`src/rtl/lc3b_issue_queue_pkg.sv`:
```
// Shared LC-3b types used by the issue queue and its integrations.
// Provides the decoded-entry struct that travels from decode to execute
// and the default queue depth.
package lc3b_issue_queue_pkg;

  typedef logic [15:0] lc3b_word;

  // Decoded control signals carried alongside each instruction.
  typedef struct packed {
    logic       ld_pc;
    logic       ld_ir;
    logic       ld_reg;
    logic       ld_cc;
    logic [1:0] aluop;
    logic       mem_read;
    logic       mem_write;
    logic [1:0] pcmux_sel;
    logic [1:0] regfilemux_sel;
  } lc3b_control_word;

  // One queued instruction: fetch PC, raw IR and its decoded control word.
  typedef struct packed {
    lc3b_word         pc;
    lc3b_word         ir;
    lc3b_control_word cw;
  } lc3b_iq_entry;

  localparam int LC3B_IQ_DEPTH = 4;

endpackage

```
`src/rtl/lc3b_issue_queue_iq_ptr.sv`:
```
// Modulo-DEPTH pointer for the issue queue. DEPTH is a power of two, so
// the pointer wraps by plain overflow. clr takes priority over inc.
module lc3b_iq_ptr #(
  parameter int DEPTH = 4,
  parameter int PTR_W = $clog2(DEPTH)
) (
  input  logic             clk,
  input  logic             rst,
  input  logic             clr,
  input  logic             inc,
  output logic [PTR_W-1:0] ptr
);

  logic [PTR_W-1:0] ptr_r;

  // Pointer register: clear on reset or flush, advance on each transfer.
  always_ff @(posedge clk or posedge rst) begin
    if (rst) begin
      ptr_r <= {PTR_W{1'b0}};
    end else if (clr) begin
      ptr_r <= {PTR_W{1'b0}};
    end else if (inc) begin
      ptr_r <= ptr_r + PTR_W'(1'b1);
    end else begin
      ptr_r <= ptr_r;
    end
  end

  assign ptr = ptr_r;

endmodule

```
`src/rtl/lc3b_issue_queue.sv`:
```
// Circular FIFO between LC-3b decode and execute.
// Buffers decoded entries so decode can run ahead of a stalled execute.
// Valid/ready on both sides, single-cycle flush for control redirects.
// Optional macro LC3B_IQ_BYPASS_EN: when empty, an incoming entry is
// presented at the output in the same cycle and, if taken, never stored.
module lc3b_issue_queue
  import lc3b_issue_queue_pkg::*;
#(
  parameter int DATA_W = 16,
  parameter int DEPTH  = LC3B_IQ_DEPTH,
  parameter int CNT_W  = $clog2(DEPTH + 1)
) (
  input  logic              clk,
  input  logic              rst,
  input  logic              flush,
  input  logic              in_valid,
  output logic              in_ready,
  input  logic [DATA_W-1:0] in_data,
  output logic              out_valid,
  input  logic              out_ready,
  output logic [DATA_W-1:0] out_data,
  output logic [CNT_W-1:0]  count
);

  localparam int PTR_W = $clog2(DEPTH);

  logic [DATA_W-1:0] mem_r [DEPTH];
  logic [CNT_W-1:0]  count_r;
  logic [PTR_W-1:0]  rd_ptr_s;
  logic [PTR_W-1:0]  wr_ptr_s;
  logic              empty_s;
  logic              full_s;
  logic              push_s;
  logic              pop_s;
  logic              bypass_take_s;
  logic              out_valid_s;
  logic [DATA_W-1:0] out_data_s;

  // Full/empty come from the registered count only, so in_ready never
  // depends combinationally on out_ready.
  assign empty_s  = (count_r == {CNT_W{1'b0}});
  assign full_s   = (count_r == CNT_W'(DEPTH));
  assign in_ready = ~full_s;

  // Output view and transfer qualifiers; flush cancels every transfer.
  always_comb begin
    out_valid_s   = ~empty_s;
    out_data_s    = mem_r[rd_ptr_s];
    bypass_take_s = 1'b0;
`ifdef LC3B_IQ_BYPASS_EN
    if (empty_s && !flush) begin
      out_valid_s   = in_valid;
      out_data_s    = in_data;
      bypass_take_s = in_valid & out_ready;
    end else begin
      bypass_take_s = 1'b0;
    end
`endif
    pop_s  = ~empty_s & out_ready & ~flush;
    push_s = in_valid & ~full_s & ~flush & ~bypass_take_s;
  end

  assign out_valid = out_valid_s;
  assign out_data  = out_data_s;
  assign count     = count_r;

  lc3b_iq_ptr #(.DEPTH(DEPTH), .PTR_W(PTR_W)) u_rd_ptr (
    .clk (clk),
    .rst (rst),
    .clr (flush),
    .inc (pop_s),
    .ptr (rd_ptr_s)
  );

  lc3b_iq_ptr #(.DEPTH(DEPTH), .PTR_W(PTR_W)) u_wr_ptr (
    .clk (clk),
    .rst (rst),
    .clr (flush),
    .inc (push_s),
    .ptr (wr_ptr_s)
  );

  // Entry storage: cleared only by reset; flush leaves stale contents.
  always_ff @(posedge clk or posedge rst) begin
    if (rst) begin
      for (int i = 0; i < DEPTH; i++) begin
        mem_r[i] <= {DATA_W{1'b0}};
      end
    end else if (push_s) begin
      mem_r[wr_ptr_s] <= in_data;
    end else begin
      mem_r[wr_ptr_s] <= mem_r[wr_ptr_s];
    end
  end

  // Occupancy: flush empties the queue, otherwise track push/pop balance.
  always_ff @(posedge clk or posedge rst) begin
    if (rst) begin
      count_r <= {CNT_W{1'b0}};
    end else if (flush) begin
      count_r <= {CNT_W{1'b0}};
    end else begin
      case ({push_s, pop_s})
        2'b10:   count_r <= count_r + CNT_W'(1'b1);
        2'b01:   count_r <= count_r - CNT_W'(1'b1);
        default: count_r <= count_r;
      endcase
    end
  end

endmodule
```
`config.mk`:
```
export PLATFORM = sky130hd
export DESIGN_NAME = lc3b_issue_queue
export DESIGN_NICKNAME = d
export VERILOG_FILES = /design/src/rtl/lc3b_issue_queue_pkg.sv /design/src/rtl/lc3b_issue_queue_iq_ptr.sv /design/src/rtl/lc3b_issue_queue.sv
export SDC_FILE = /design/constraint.sdc
export NUM_CORES = 1
export LEC_CHECK = 0
export BUFFER_PORTS_ARGS = -buffer_cell sky130_fd_sc_hd__buf_2
export CAP_MARGIN = 15
export CORE_MARGIN = 3
export CORE_UTILIZATION = 50
export CTS_CLUSTER_DIAMETER = 50
export DETAILED_ROUTE_END_ITERATION = 7
export GPL_TIMING_DRIVEN = 0
export PLACE_DENSITY_LB_ADDON = 0.05
export SYNTH_ARGS = -nofsm -noshare
export SYNTH_HDL_FRONTEND = slang
export SYNTH_HIERARCHICAL = 1
export SYNTH_SLANG_ARGS = --single-unit
```
`constraint.sdc`:
```
create_clock -name clk -period 3.5 [get_ports clk]
set_clock_uncertainty 0.15 [all_clocks]
set_input_delay 0.525 -clock clk [delete_from_list [all_inputs] [get_ports clk]]
set_output_delay 0.525 -clock clk [all_outputs]
set_load 0.02 [all_outputs]
```
== After elaboration in Yosys (flattened, before gate mapping) ==
Cells that the tools add are included.
Storage, ports and cells
  flip-flop bits (word level): 71
  bits of input ports: 21
  output and inout bits: 21
  word-level logic and storage cells: 48
Cells by class
  add/sub/neg operators: 4
  $lt $le $gt $ge: 3
  eq/ne operators: 3
  muxes and demuxes: 17
  bitwise gates (word level): 9
  reductions and logical operators: 5
Operators with widths (count)
  $bwmux W64: 2
  $mux W16: 5
  $bmux W16 S2: 2
  $mux W64: 1
  $demux W16 S2: 1
  $mux W2: 4
  $ge A3 B3 Y1 const B: 2
  $not A2 Y3: 2
  $pmux W3 S2: 1
  $add A2 B1 Y2 const B: 2
  $and A1 B1 Y1: 4
  $reduce_bool A2 Y1: 2
  $add A3 B1 Y3 const B: 1
  $eq A3 B3 Y1 const B: 1
  $logic_not A3 Y1: 1
  $lt A3 B1 Y1 const B: 1
  $mux W3: 1
  $not A1 Y1: 3
  $reduce_bool A3 Y1: 1
  $sub A3 B1 Y3 const B: 1
  $eq A2 B1 Y1 const B: 1
  $eq A2 B2 Y1 const B: 1
  $logic_and A1 B1 Y1: 1

== Longest topological paths before layout ==
  word-level depth: 7
  depth in mapped cells: 8

== Hierarchy ==
The synthesis kept the hierarchy.
Modules (own cells, without submodules)
  lc3b_issue_queue: instances 1, cells an instance 198, area an instance 3200.6 µm²
  lc3b_iq_ptr: instances 2, cells an instance 8, area an instance 92.6 µm²

== Least setup slack after synthesis ==
OpenSTA, ideal clock, no wires.
  path type: register -> register
  from: register count_r[0] (netlist: count[0])
  to: register count_r[2] (netlist: count[2])
  arrival time: 2.784 ns
  data required time: 3.268 ns
  setup slack: 0.484 ns
  cell stages (with the launch flop): 9
  path through: dfrtp_1 > buf_4 > or3_2 > and3b_1 > nor2b_1 > fa_1 > nand2b_1 > or4_2 > a31oi_1
Between the ends
  longest elaborated chain between the ends: 7
  elaborated cells between the ends (all ways): 15
  those cells by class: add/sub (2); eq/ne (3); mux (2); bitwise (6); reduce/logical (2)
RTL lines
  from (decl): RTL line lc3b_issue_queue.sv:28  | logic [CNT_W-1:0] count_r;
  from (signal assigned): RTL line lc3b_issue_queue.sv:99  | count_r <= {CNT_W{1'b0}};
  from (signal assigned): RTL line lc3b_issue_queue.sv:101  | count_r <= {CNT_W{1'b0}};
  from (signal assigned): RTL line lc3b_issue_queue.sv:104  | 2'b10: count_r <= count_r + CNT_W'(1'b1);
  $logic_not A3 Y1 *: RTL line lc3b_issue_queue.sv:41  | assign empty_s = (count_r == {CNT_W{1'b0}});
  $not A1 Y1 *
  net out_valid: RTL line lc3b_issue_queue.sv:19  | output logic out_valid,
  $and A1 B1 Y1 * (2 in a row): RTL line lc3b_issue_queue.sv:59  | pop_s = ~empty_s & out_ready & ~flush;
  net pop_s: RTL line lc3b_issue_queue.sv:34  | logic pop_s;
  $eq A2 B1 Y1 or $eq A2 B2 Y1 (tied branches): RTL line lc3b_issue_queue.sv:103  | case ({push_s, pop_s})
  $pmux W3 S2: RTL line lc3b_issue_queue.sv:103
  $mux W3: RTL line lc3b_issue_queue.sv:100  | end else if (flush) begin
Mark *: on every way through the listed nets, which the timed path passes. The rest lies on a longest branch.
A chain may end at the register's enable or synchronous reset.

== Final worst setup path ==
  from: register u_rd_ptr.ptr_r[1] (netlist: u_rd_ptr/ptr[1])
  to: output out_data[10]
Between the ends
  longest elaborated chain between the ends: 4
RTL lines
  from (decl): RTL line lc3b_issue_queue_iq_ptr.sv:14  | logic [PTR_W-1:0] ptr_r;
  from (signal assigned): RTL line lc3b_issue_queue_iq_ptr.sv:19  | ptr_r <= {PTR_W{1'b0}};
  from (signal assigned): RTL line lc3b_issue_queue_iq_ptr.sv:21  | ptr_r <= {PTR_W{1'b0}};
  from (signal assigned): RTL line lc3b_issue_queue_iq_ptr.sv:23  | ptr_r <= ptr_r + PTR_W'(1'b1);
  $not A2 Y3 (not written as such): RTL line lc3b_issue_queue.sv:48  | out_data_s = mem_r[rd_ptr_s];
  $bmux W16 S2: RTL line lc3b_issue_queue.sv:48
  $mux W16 (not written as such) (2 in a row): RTL line lc3b_issue_queue.sv:48
  to (decl): RTL line lc3b_issue_queue.sv:21  | output logic [DATA_W-1:0] out_data,
Every way passes these cells. The select of a mux whose other input is x is not followed.

==> run summary <==
logic depth of the worst register-to-register path: 8
number of vias per cell: 5.53
initial antenna violation count: 0
TritonCTS buffer count: 9
post-placement cell area: 3680 sq um
length of the first detailed-routing pass in iterations: 4
Synth warnings: 6
aggregate global routing overflow: 0
time the final worst path needs with I/O delays and setup: 2.96 ns
TritonCTS clock tree: yes
Distinct cells, synth: 39
most common cell after layout, fill and taps aside: dfrtp_1
largest net degree at the start of global routing: 68
Cell Rows: 29
DRC errors left: 0
maximum number of buffers from clock root to sink: 2
status: complete, no violations
core region area: 6460 sq um
worst reg2reg startpoint: count[0]$_DFFE_PP0P_
Die Wd: 88.3 um
synthesized netlist net count: 236
PwrDens: 611 nW/um^2
CTS Root Buffer Type: clkbuf_8
final slew viol count: 0
worst hold slack: 0.301 ns
total negative slack for setup checks: 0 ns
actual transition at the worst max-transition pin: 0.813 ns
worst vdd rail ir drop: 0.000278 V
synthesis-stage register bit count: 71
count of final hold-check violations: 0
post-synthesis sequential area ratio: 52.5%
startpoint of the most critical setup path: u_rd_ptr/ptr[1]$_DFFE_PP0P_
post-route fraction of the period consumed by the critical path: 84.5%
clk sinks: 71
number of buffer cells added on primary ports: 40
fin util: 61.0%
io pins: 42
highest-delay cell along the critical path: clkbuf_1
Clock Latency Late Sink: 0.33 ns
RePlAce Congestion: 0.810
DRT antenna net count: 0
Reg2Reg Setup Slack: 0.59 ns
Area Growth Syn to Fin: 16.3%
most frequent cells in the layout: dfrtp_1 (71), mux2_2 (54), buf_2 (43)
overall track demand over capacity in global routing: 17.0%
number of global-route vias before repair: 2,018
HPWL Detailed: 4.03 mm
area of the die: 7800 sq um
worst hold stages: 2
nature of the critical path endpoint: output port
die height: 88.3 um
Max-cap violations: 0
Hold Crit Class: in -> reg
# H-tree levels: 3
initial standard-cell utilization of the core: 52.4%
CP Max Fanout: 10
Final Setup Violations: 0
Static Leak: 0.00180 uW
CP Cell Sequence: clkbuf_1 -> clkbuf_1 -> mux4_2 -> buf_2
Data arrival, critical path: 2.28 ns
Avg Inst Size Synth: 15.8 sq um
highest cell delay on the worst timing path: 0.61 ns
drt initial violations: 50
final standard cell area without fillers: 3940 sq um
wire length reported by the detailed router: 6.02 mm
number of vias in the routed layout: 1,924
endpoint of the most critical register-to-register path: count[2]$_DFFE_PP0P_
first-pass GRT wire length: 9.83 mm
Worst-path clk slew: 0.08 ns
Cell Count, Final, Fillers Out: 348
routed length per placed instance: 17.3 um
Max Clk Rate: 0.338 GHz
cell with the most instances on the worst path: clkbuf_1
kind of start point of the critical path: flop
path type of the worst setup path: reg -> out
Placed Cells: 331
timing endpoint of the critical path: out_data[10]
count of mapped cells out of synthesis: 214
unrepaired setup endpoints after global routing: false
relative slew slack: 45.8%
# diodes: 0
CP required: 2.82 ns
Syn Std Cell Area: 3390 sq um
fraction of layout instances using a drive strength above 1: 58.3%
Net count, final: 288
-- cells by family (layout without fill, tap and decap cells) --
| group | Yosys count | after routing | synth area share (%) |
|---|---|---|---|
| simple gates | 25 | 25 | 5.88 |
| compound gates | 15 | 15 | 3.55 |
| xor+xnor | 3 | 3 | 0.776 |
| fa+ha+maj | 1 | 1 | 0.591 |
| flops | 71 | 71 | 52.5 |
| mux | 80 | 80 | 33.0 |
| buf+inv | 19 | 76 | 3.70 |
-- metal layers --
layer	GRT usage [%]	up-vias	routed length (um)
met3	6.24	8	303
met2	27.3	37	2880
met5	0	-	0
li1	-	898	-
met4	3.71	0	57
met1	22.4	981	2780
-- synth_stat cells (all sizes together) --
| library cell | number | share of area [%] |
|---|---|---|
| a211oi | 1 | 0.22 |
| a21bo | 2 | 0.59 |
| a21oi | 2 | 0.52 |
| a31oi | 1 | 0.18 |
| and2b | 1 | 0.26 |
| and3b | 1 | 0.26 |
| buf | 11 | 2.8 |
| clkbuf | 3 | 0.33 |
| dfrtp | 71 | 52 |
| fa | 1 | 0.59 |
| inv | 5 | 0.55 |
| mux2 | 64 | 22 |
| mux4 | 16 | 11 |
| nand2 | 3 | 0.33 |
| nand2b | 2 | 0.44 |
| nand3 | 3 | 0.44 |
| nand3b | 2 | 0.44 |
| nor2 | 5 | 0.55 |
| nor2b | 1 | 0.18 |
| nor3 | 1 | 0.30 |
| nor3b | 1 | 0.55 |
| nor4b | 2 | 1.4 |
| o2111ai | 1 | 0.26 |
| o211a | 1 | 0.30 |
| o211ai | 1 | 0.22 |
| o21a | 1 | 0.22 |
| o21ai | 2 | 0.30 |
| o21bai | 1 | 0.22 |
| o221ai | 1 | 0.26 |
| o41ai | 1 | 0.26 |
| or3 | 1 | 0.22 |
| or4 | 2 | 0.48 |
| xnor2 | 3 | 0.78 |
-- critical path, delay by kind of cell, from the launching register on --
kind | cells | cell delay (ns)
mux | 1 | 0.41
buf+inv | 3 | 1.16
flops | 1 | 0.36
-- sequential cells by signal, summed over array words and instances (netlist names) --
| signal | count |
|---|---|
| u_rd_ptr/ptr | 2 |
| u_wr_ptr/ptr | 2 |
| count | 3 |
| mem_r | 64 |
-- cell type report --
class                           instances  area [sq um]
Buffer                                 14           106
Clock buffer                            9           124
Clock inverter                          7           120
Fill cell                             528          2520
Inverter                                5          21.3
Multi-Input combinational cell        124          1480
Sequential cell                        71          1780
Tap cell                               77          96.3
Timing Repair Buffer                   41           210
-- timing repair --
| action | 4_1_cts | 5_1_grt |
|---|---|---|
| endpoints found under the hold margin | 4 | 0 |
| hold buffers | 1 | 0 |
| setup buffers | 0 | 0 |
| gates resized for setup | 0 | 0 |
-- power by group --
group / switching (uW) / total [uW] / internal, uW / leakage, uW
Sequential: 90.1 / 1080 / 992 / 0.000907
Clock: 308 / 784 / 476 / 0.000120
Combinational: 237 / 542 / 306 / 0.000770
-- worst min path at each step --
stage,end,start
floorplan,u_rd_ptr/ptr[0]$_DFFE_PP0P_,rst
global placement,u_rd_ptr/ptr[0]$_DFFE_PP0P_,rst
detailed placement,u_rd_ptr/ptr[1]$_DFFE_PP0P_,rst
CTS,u_wr_ptr/ptr[1]$_DFFE_PP0P_,flush
global route,mem_r[45]$_DFFE_PP0P_,in_data[13]
finish,u_wr_ptr/ptr[1]$_DFFE_PP0P_,flush
-- per-stage QoR --
| stage | worst slack (ns) | total power, uW |
|---|---|---|
| floorplan | 0.484 | 1500 |
| global placement | 0.241 | 1630 |
| detailed placement | 0.592 | 1650 |
| CTS | 0.510 | 2440 |
| global route | 0.414 | 2530 |
| finish | 0.543 | 2410 |
Power figures use the tool's default switching activity.
